==> config.mk <==
export PLATFORM = sky130hd
export DESIGN_NAME = word_packer
export DESIGN_NICKNAME = d
export VERILOG_FILES = /design/src/rtl/word_packer_pkg.sv /design/src/rtl/word_packer.sv
export SDC_FILE = /design/constraint.sdc
export NUM_CORES = 1
export LEC_CHECK = 0
export ABC_AREA = 1
export CORE_MARGIN = 4
export CORE_UTILIZATION = 44
export CTS_CLUSTER_DIAMETER = 40
export DETAILED_ROUTE_END_ITERATION = 16
export PLACE_DENSITY = 0.73
export RECOVER_POWER = 50
export SYNTH_ARGS = -nofsm -noshare
export SYNTH_HDL_FRONTEND = slang
export SYNTH_SLANG_ARGS = --single-unit
==> constraint.sdc <==
create_clock -name clk -period 2.14 [get_ports clk]
set_clock_uncertainty 0.05 [all_clocks]
set_input_delay 0.214 -clock clk [delete_from_list [all_inputs] [get_ports clk]]
set_output_delay 0.214 -clock clk [all_outputs]
set_load 0.1 [all_outputs]
==> src/rtl/word_packer_pkg.sv <==
// word_packer_pkg: shared types and helper functions for word_packer.
//   state_t    - packer FSM state (FILL accepting words, HOLD presenting a block)
//   ptr_bits   - width of the word pointer / slot address for a given N_REG
//   cnt_bits   - width of the word count (must represent 0..N_REG)
//   slot_index - physical slot written for a logical word position
package word_packer_pkg;

  typedef enum logic {
    FILL = 1'b0,
    HOLD = 1'b1
  } state_t;

  function automatic int ptr_bits(input int n_reg);
    return (n_reg == 1) ? 1 : $clog2(n_reg);
  endfunction

  function automatic int cnt_bits(input int n_reg);
    return $clog2(n_reg + 1);
  endfunction

  // WORD_ORDER=0 puts the first word at the LSB slot, 1 at the MSB slot.
  function automatic int slot_index(input int ptr, input int n_reg, input bit word_order);
    return word_order ? (n_reg - 1 - ptr) : ptr;
  endfunction

endpackage

==> src/rtl/word_packer.sv <==
// word_packer: serial-in / parallel-out packer. Collects R_DATA_WIDTH-bit words
// into an R_DATA_WIDTH*N_REG-bit block and presents it with valid/ready.
//
// Ports:
//   clk, rst            clock, synchronous active-high reset
//   clear               synchronous abort of the partial or held block
//   in_valid/in_ready   input word handshake (in_ready high only in FILL)
//   in_data, in_last    input word and short-block terminator
//   in_addr, in_addr_en explicit slot addressing (only with WORD_PACKER_ADDR_EN)
//   out_valid/out_ready block handshake (out_valid high only in HOLD)
//   out_data, out_count assembled block and number of words written into it
//
// Build option: define WORD_PACKER_ADDR_EN to add addressed slot writes.
module word_packer
  import word_packer_pkg::*;
#(
  parameter int R_DATA_WIDTH = 32,
  parameter int N_REG        = 8,
  parameter int N_REG_BITS   = ptr_bits(N_REG),
  parameter int CNT_BITS     = cnt_bits(N_REG),
  parameter int WORD_ORDER   = 0
) (
  input  logic                            clk,
  input  logic                            rst,
  input  logic                            clear,
  input  logic                            in_valid,
  output logic                            in_ready,
  input  logic [R_DATA_WIDTH-1:0]         in_data,
  input  logic                            in_last,
`ifdef WORD_PACKER_ADDR_EN
  input  logic [N_REG_BITS-1:0]           in_addr,
  input  logic                            in_addr_en,
`endif
  output logic                            out_valid,
  input  logic                            out_ready,
  output logic [R_DATA_WIDTH*N_REG-1:0]   out_data,
  output logic [CNT_BITS-1:0]             out_count
);

  localparam logic [N_REG_BITS-1:0] LAST_PTR  = N_REG_BITS'(N_REG - 1);
  localparam logic [N_REG_BITS:0]   N_REG_EXT = N_REG[N_REG_BITS:0];
  localparam logic [CNT_BITS-1:0]   N_CNT     = CNT_BITS'(N_REG);

  state_t                          state_reg, state_next;
  logic [N_REG_BITS-1:0]           ptr_reg, ptr_next;
  logic [CNT_BITS-1:0]             count_reg, count_next;
  logic [CNT_BITS-1:0]             out_count_reg, out_count_next;
  logic [R_DATA_WIDTH*N_REG-1:0]   block_reg, block_next;

  logic [N_REG_BITS-1:0]           wr_ptr;   // logical slot targeted by this word
  logic                            wr_ok;    // slot exists; otherwise the word is dropped
  logic [CNT_BITS-1:0]             count_inc;

`ifdef WORD_PACKER_ADDR_EN
  assign wr_ptr = in_addr_en ? in_addr : ptr_reg;
  // With a non-power-of-two N_REG the address field can name slots that do not exist.
  assign wr_ok  = !in_addr_en || ({1'b0, in_addr} < N_REG_EXT);
`else
  assign wr_ptr = ptr_reg;
  assign wr_ok  = 1'b1;
`endif

  // Repeated addressed overwrites could otherwise push the count past N_REG;
  // saturating keeps out_count within 1..N_REG.
  assign count_inc = (count_reg == N_CNT) ? N_CNT : count_reg + CNT_BITS'(1);

  assign in_ready  = (state_reg == FILL);
  assign out_valid = (state_reg == HOLD);
  assign out_data  = block_reg;
  assign out_count = out_count_reg;

  always_comb begin
    int slot;
    state_next     = state_reg;
    ptr_next       = ptr_reg;
    count_next     = count_reg;
    out_count_next = out_count_reg;
    block_next     = block_reg;
    slot           = 0;

    case (state_reg)
      FILL: begin
        if (in_valid && wr_ok) begin
          slot = slot_index(int'(wr_ptr), N_REG, WORD_ORDER != 0);
          block_next[slot*R_DATA_WIDTH +: R_DATA_WIDTH] = in_data;
          count_next = count_inc;
          if (in_last || (wr_ptr == LAST_PTR)) begin
            state_next     = HOLD;
            out_count_next = count_inc;
            ptr_next       = '0;
          end else begin
            ptr_next = wr_ptr + N_REG_BITS'(1);
          end
        end
      end
      HOLD: begin
        // Zeroing here is what makes unwritten slots of a short block read 0.
        if (out_ready) begin
          state_next     = FILL;
          block_next     = '0;
          count_next     = '0;
          out_count_next = '0;
        end
      end
      default: state_next = FILL;
    endcase

    // clear wins over any word offered in the same cycle.
    if (clear) begin
      state_next     = FILL;
      ptr_next       = '0;
      count_next     = '0;
      out_count_next = '0;
      block_next     = '0;
    end
  end

  always_ff @(posedge clk) begin
    if (rst) begin
      state_reg     <= FILL;
      ptr_reg       <= '0;
      count_reg     <= '0;
      out_count_reg <= '0;
      block_reg     <= '0;
    end else begin
      state_reg     <= state_next;
      ptr_reg       <= ptr_next;
      count_reg     <= count_next;
      out_count_reg <= out_count_next;
      block_reg     <= block_next;
    end
  end

endmodule
==> metrics.csv <==
stage,metric,value,unit
logic_synthesis,Post-synth ARST share,0,%
placed_design,routability cong.,0.876,
clock_network,clock latency on the worst-skew pair,0.51,ns
clock_network,Worst-path clk slew,0.05,ns
sta,Final Hold Viols,0,
logic_synthesis,Yosys warnings,0,
min_path,Worst Hold Path Cells,2,
die,overall die area,0.0279,mm2
route,DR iter-0 viols,1167,
route,via-per-instance ratio,5.37,
worst_setup_path,CP required,2.52,ns
layout,"commonest non-fill, non-tap cells in the layout","nand2_1, dfxtp_1, clkbuf_2, nor2_1, a21oi_1",
global_route,first-pass GRT wire length,61.9,mm
die,Initial Util,45.2,%
die,die height,167,um
clock_network,clock sinks,268,
logic_synthesis,register area share after synthesis,48.2,%
logic_synthesis,top_reg_cell synth,dfxtp_1,
logic_synthesis,syn avg cell area,7.21,um2
worst_setup_path,crit-path cells,inv_2 > ha_1 > ha_1 > nor2_1 > buf_12 > nand2_1 > nor2_1 > nand2_1 > a21oi_1,
placed_design,post-DP HPWL,26.7,mm
layout,Largest register FFs,256,
clock_network,CTS tree,yes,
worst_setup_path,"slowest stage delay, CP",0.34,ns
layout,synth-to-layout area growth,30.9,%
route,DRT antenna net count,0,
layout,Finished Layout Cells,2153,
route,Final Routed Wirelength,39.1,mm
logic_synthesis,synthesized flop and latch total,268,
logic_synthesis,Syn Std Cell Area,0.0111,mm2
logic_synthesis,Post-Synthesis Cells,1543,
sta,post-layout min period,1.98,ns
die,std cell rows,57,
global_route,largest net degree at the start of global routing,129,
worst_setup_path,CP startpoint kind,flop,
route,drt drc,0,
sta,Worst Tran Pin Value,0.609,ns
min_path,HP Start,out_data[88],
route,first drt pass iteration count,8,
power,leakage power,5.81,nW
logic_synthesis,"EDFF count, synth",0,
worst_setup_path,R2R Setup Slk,0.16,ns
global_route,grt total ovfl,0,
worst_setup_path,CP arrival,2.36,ns
worst_setup_path,Slowest cell on crit path,dfxtp_1,
sta,"Setup violations, final",0,
placed_design,placed cell count,2085,
layout,antenna cell count,0,
sta,Peak Freq,505,MHz
min_path,hold endpoint,out_data[88],
logic_synthesis,Post-Syn Nets,1590,
worst_setup_path,R2R cell count,9,
layout,Reg area,0.00537,mm2
sta,Slew Limit Fails,0,
run,# Max-Cap Violations,0,
worst_setup_path,cell family with most CP delay,simple AND/OR/NAND/NOR gates,
route,routed via count,11600,
worst_setup_path,Setup crit end kind,flop,
layout,Fill cells,2402,
sta,unrepaired setup endpoints after global routing,no,
clock_network,CTS Hold Bufs,0,
sta,Worst slew margin,59.6,%
die,core box area,0.0246,mm2
worst_setup_path,Worst Setup Path Type,reg -> reg,
die,io pins,300,
layout,proportion of layout cells with a drive suffix above 1,21.6,%
clock_network,H-Tree Depth,2,
power,Pwr Density,833,mW/mm2
outcome,outcome,"complete, no violations",
power,VDD IR max,0.000483,V
clock_network,number of buffers created by CTS,39,
worst_setup_path,CP bufs+invs,2,
global_route,initial antenna violation count,0,
sta,fin crit share,92.5,%
global_route,Total Routing Usage GR,26.7,%
sta,setup_tns,0,ns
layout,NumNets Final,1849,
die,width of the die,167,um
global_route,vias in the first global route,11100,
layout,"commonest non-fill, non-tap cell in the layout",nand2_1,
route,DR WL/cell,18.2,um
clock_network,Clock Path Buffers,3,
worst_setup_path,largest fanout on the critical path,22,
placed_design,I/O Buffers,299,
logic_synthesis,"Distinct cells, synth",27,
min_path,Worst Hold Class,reg -> reg,
worst_setup_path,R2R Path Start,ptr_reg[0],
worst_setup_path,r2r endpoint,out_data[57],
clock_network,CTS Root Cell,clkbuf_16,
layout,Multi-input gate area,0.00504,mm2
[synth_stat cells (all sizes together) (15+ instances only)]
| cell | number | area, um2 |
|---|---|---|
| nand2 | 337 | 1280 |
| dfxtp | 268 | 5370 |
| nor2 | 228 | 888 |
| a21oi | 211 | 1060 |
| nand3 | 210 | 1060 |
| buf | 72 | 354 |
| clkbuf | 54 | 203 |
| inv | 51 | 191 |
| o21ai | 32 | 160 |
| nor3 | 26 | 140 |
| nand3b | 23 | 173 |
| nand4 | 15 | 93.8 |
[metal layers]
metal | vias to the layer above | track usage [%] | routed length (um)
li1 | 5586 | - | -
met1 | 5405 | 34.9 | 16300
met2 | 480 | 43.9 | 18500
met3 | 91 | 5.74 | 2940
met4 | 0 | 9.43 | 1300
met5 | - | 0 | 0
[tightest hold or removal path: stages, from the launching register on]
cell,delay [ns]
dfxtp_1,0.30
nand2_1,0.06
a21oi_1,0.05
[through the flow]
step           cell area [um2]  setup slack, ns  total power, mW  util [%]  hold slack (ns)
3_3_place_gp             14000            0.119             6.15      56.8            0.400
2_1_floorplan            11100            0.114             5.81         -            0.328
3_5_place_dp             14000           0.0955             6.16      56.8            0.402
4_1_cts                  15200           0.0744             12.2      61.8            0.391
5_1_grt                  14600         0.000334             12.5      59.2            0.413
6_report                 14600            0.161             12.1      59.2            0.409
[final cells by class]
type	instances	area share (%)
well taps	324	2.78
inverters	52	1.37
multi-input cells	1097	34.6
flip-flops and latches	268	36.8
clock buffers	49	7.23
clock inverters	19	1.25
repair buffers	344	15.9
[how the worst max path moves through the flow]
| stage | start | to | slack [ns] | cells after the start |
|---|---|---|---|---|
| after floorplan | ptr_reg[0] | out_data[196] | 0.11 | 10 |
| after global placement | ptr_reg[0] | out_data[222] | 0.12 | 10 |
| after detailed placement | ptr_reg[0] | out_data[222] | 0.1 | 10 |
| after CTS | ptr_reg[0] | out_data[222] | 0.07 | 10 |
| after global routing | ptr_reg[0] | out_data[222] | 0.0003 | 11 |
| final | ptr_reg[0] | out_data[57] | 0.16 | 9 |
[power breakdown]
part | switching, mW | leakage (nW) | internal (mW)
combinational | 0.737 | 3.05 | 0.243
clock | 2.35 | 0.604 | 3.76
sequential | 0.0241 | 2.16 | 5.03
total | 3.11 | 5.81 | 9.03
[cell families (layout without fill, tap and decap cells)]
kind of cell	count (synthesis)	after routing	synth area share, %
xor+xnor	1	1	0.0787
simple gates	841	841	32.8
fa+ha+maj	9	9	1.01
flops	268	268	48.2
compound gates	246	246	11.1
buf+inv	178	464	6.76
[repair_timing]
action                     4_1_cts  5_1_grt
resized for setup                0        4
setup buffers                    0        0
setup endpoints to repair        0       35
Note: power is estimated with default switching activity, not from simulation.
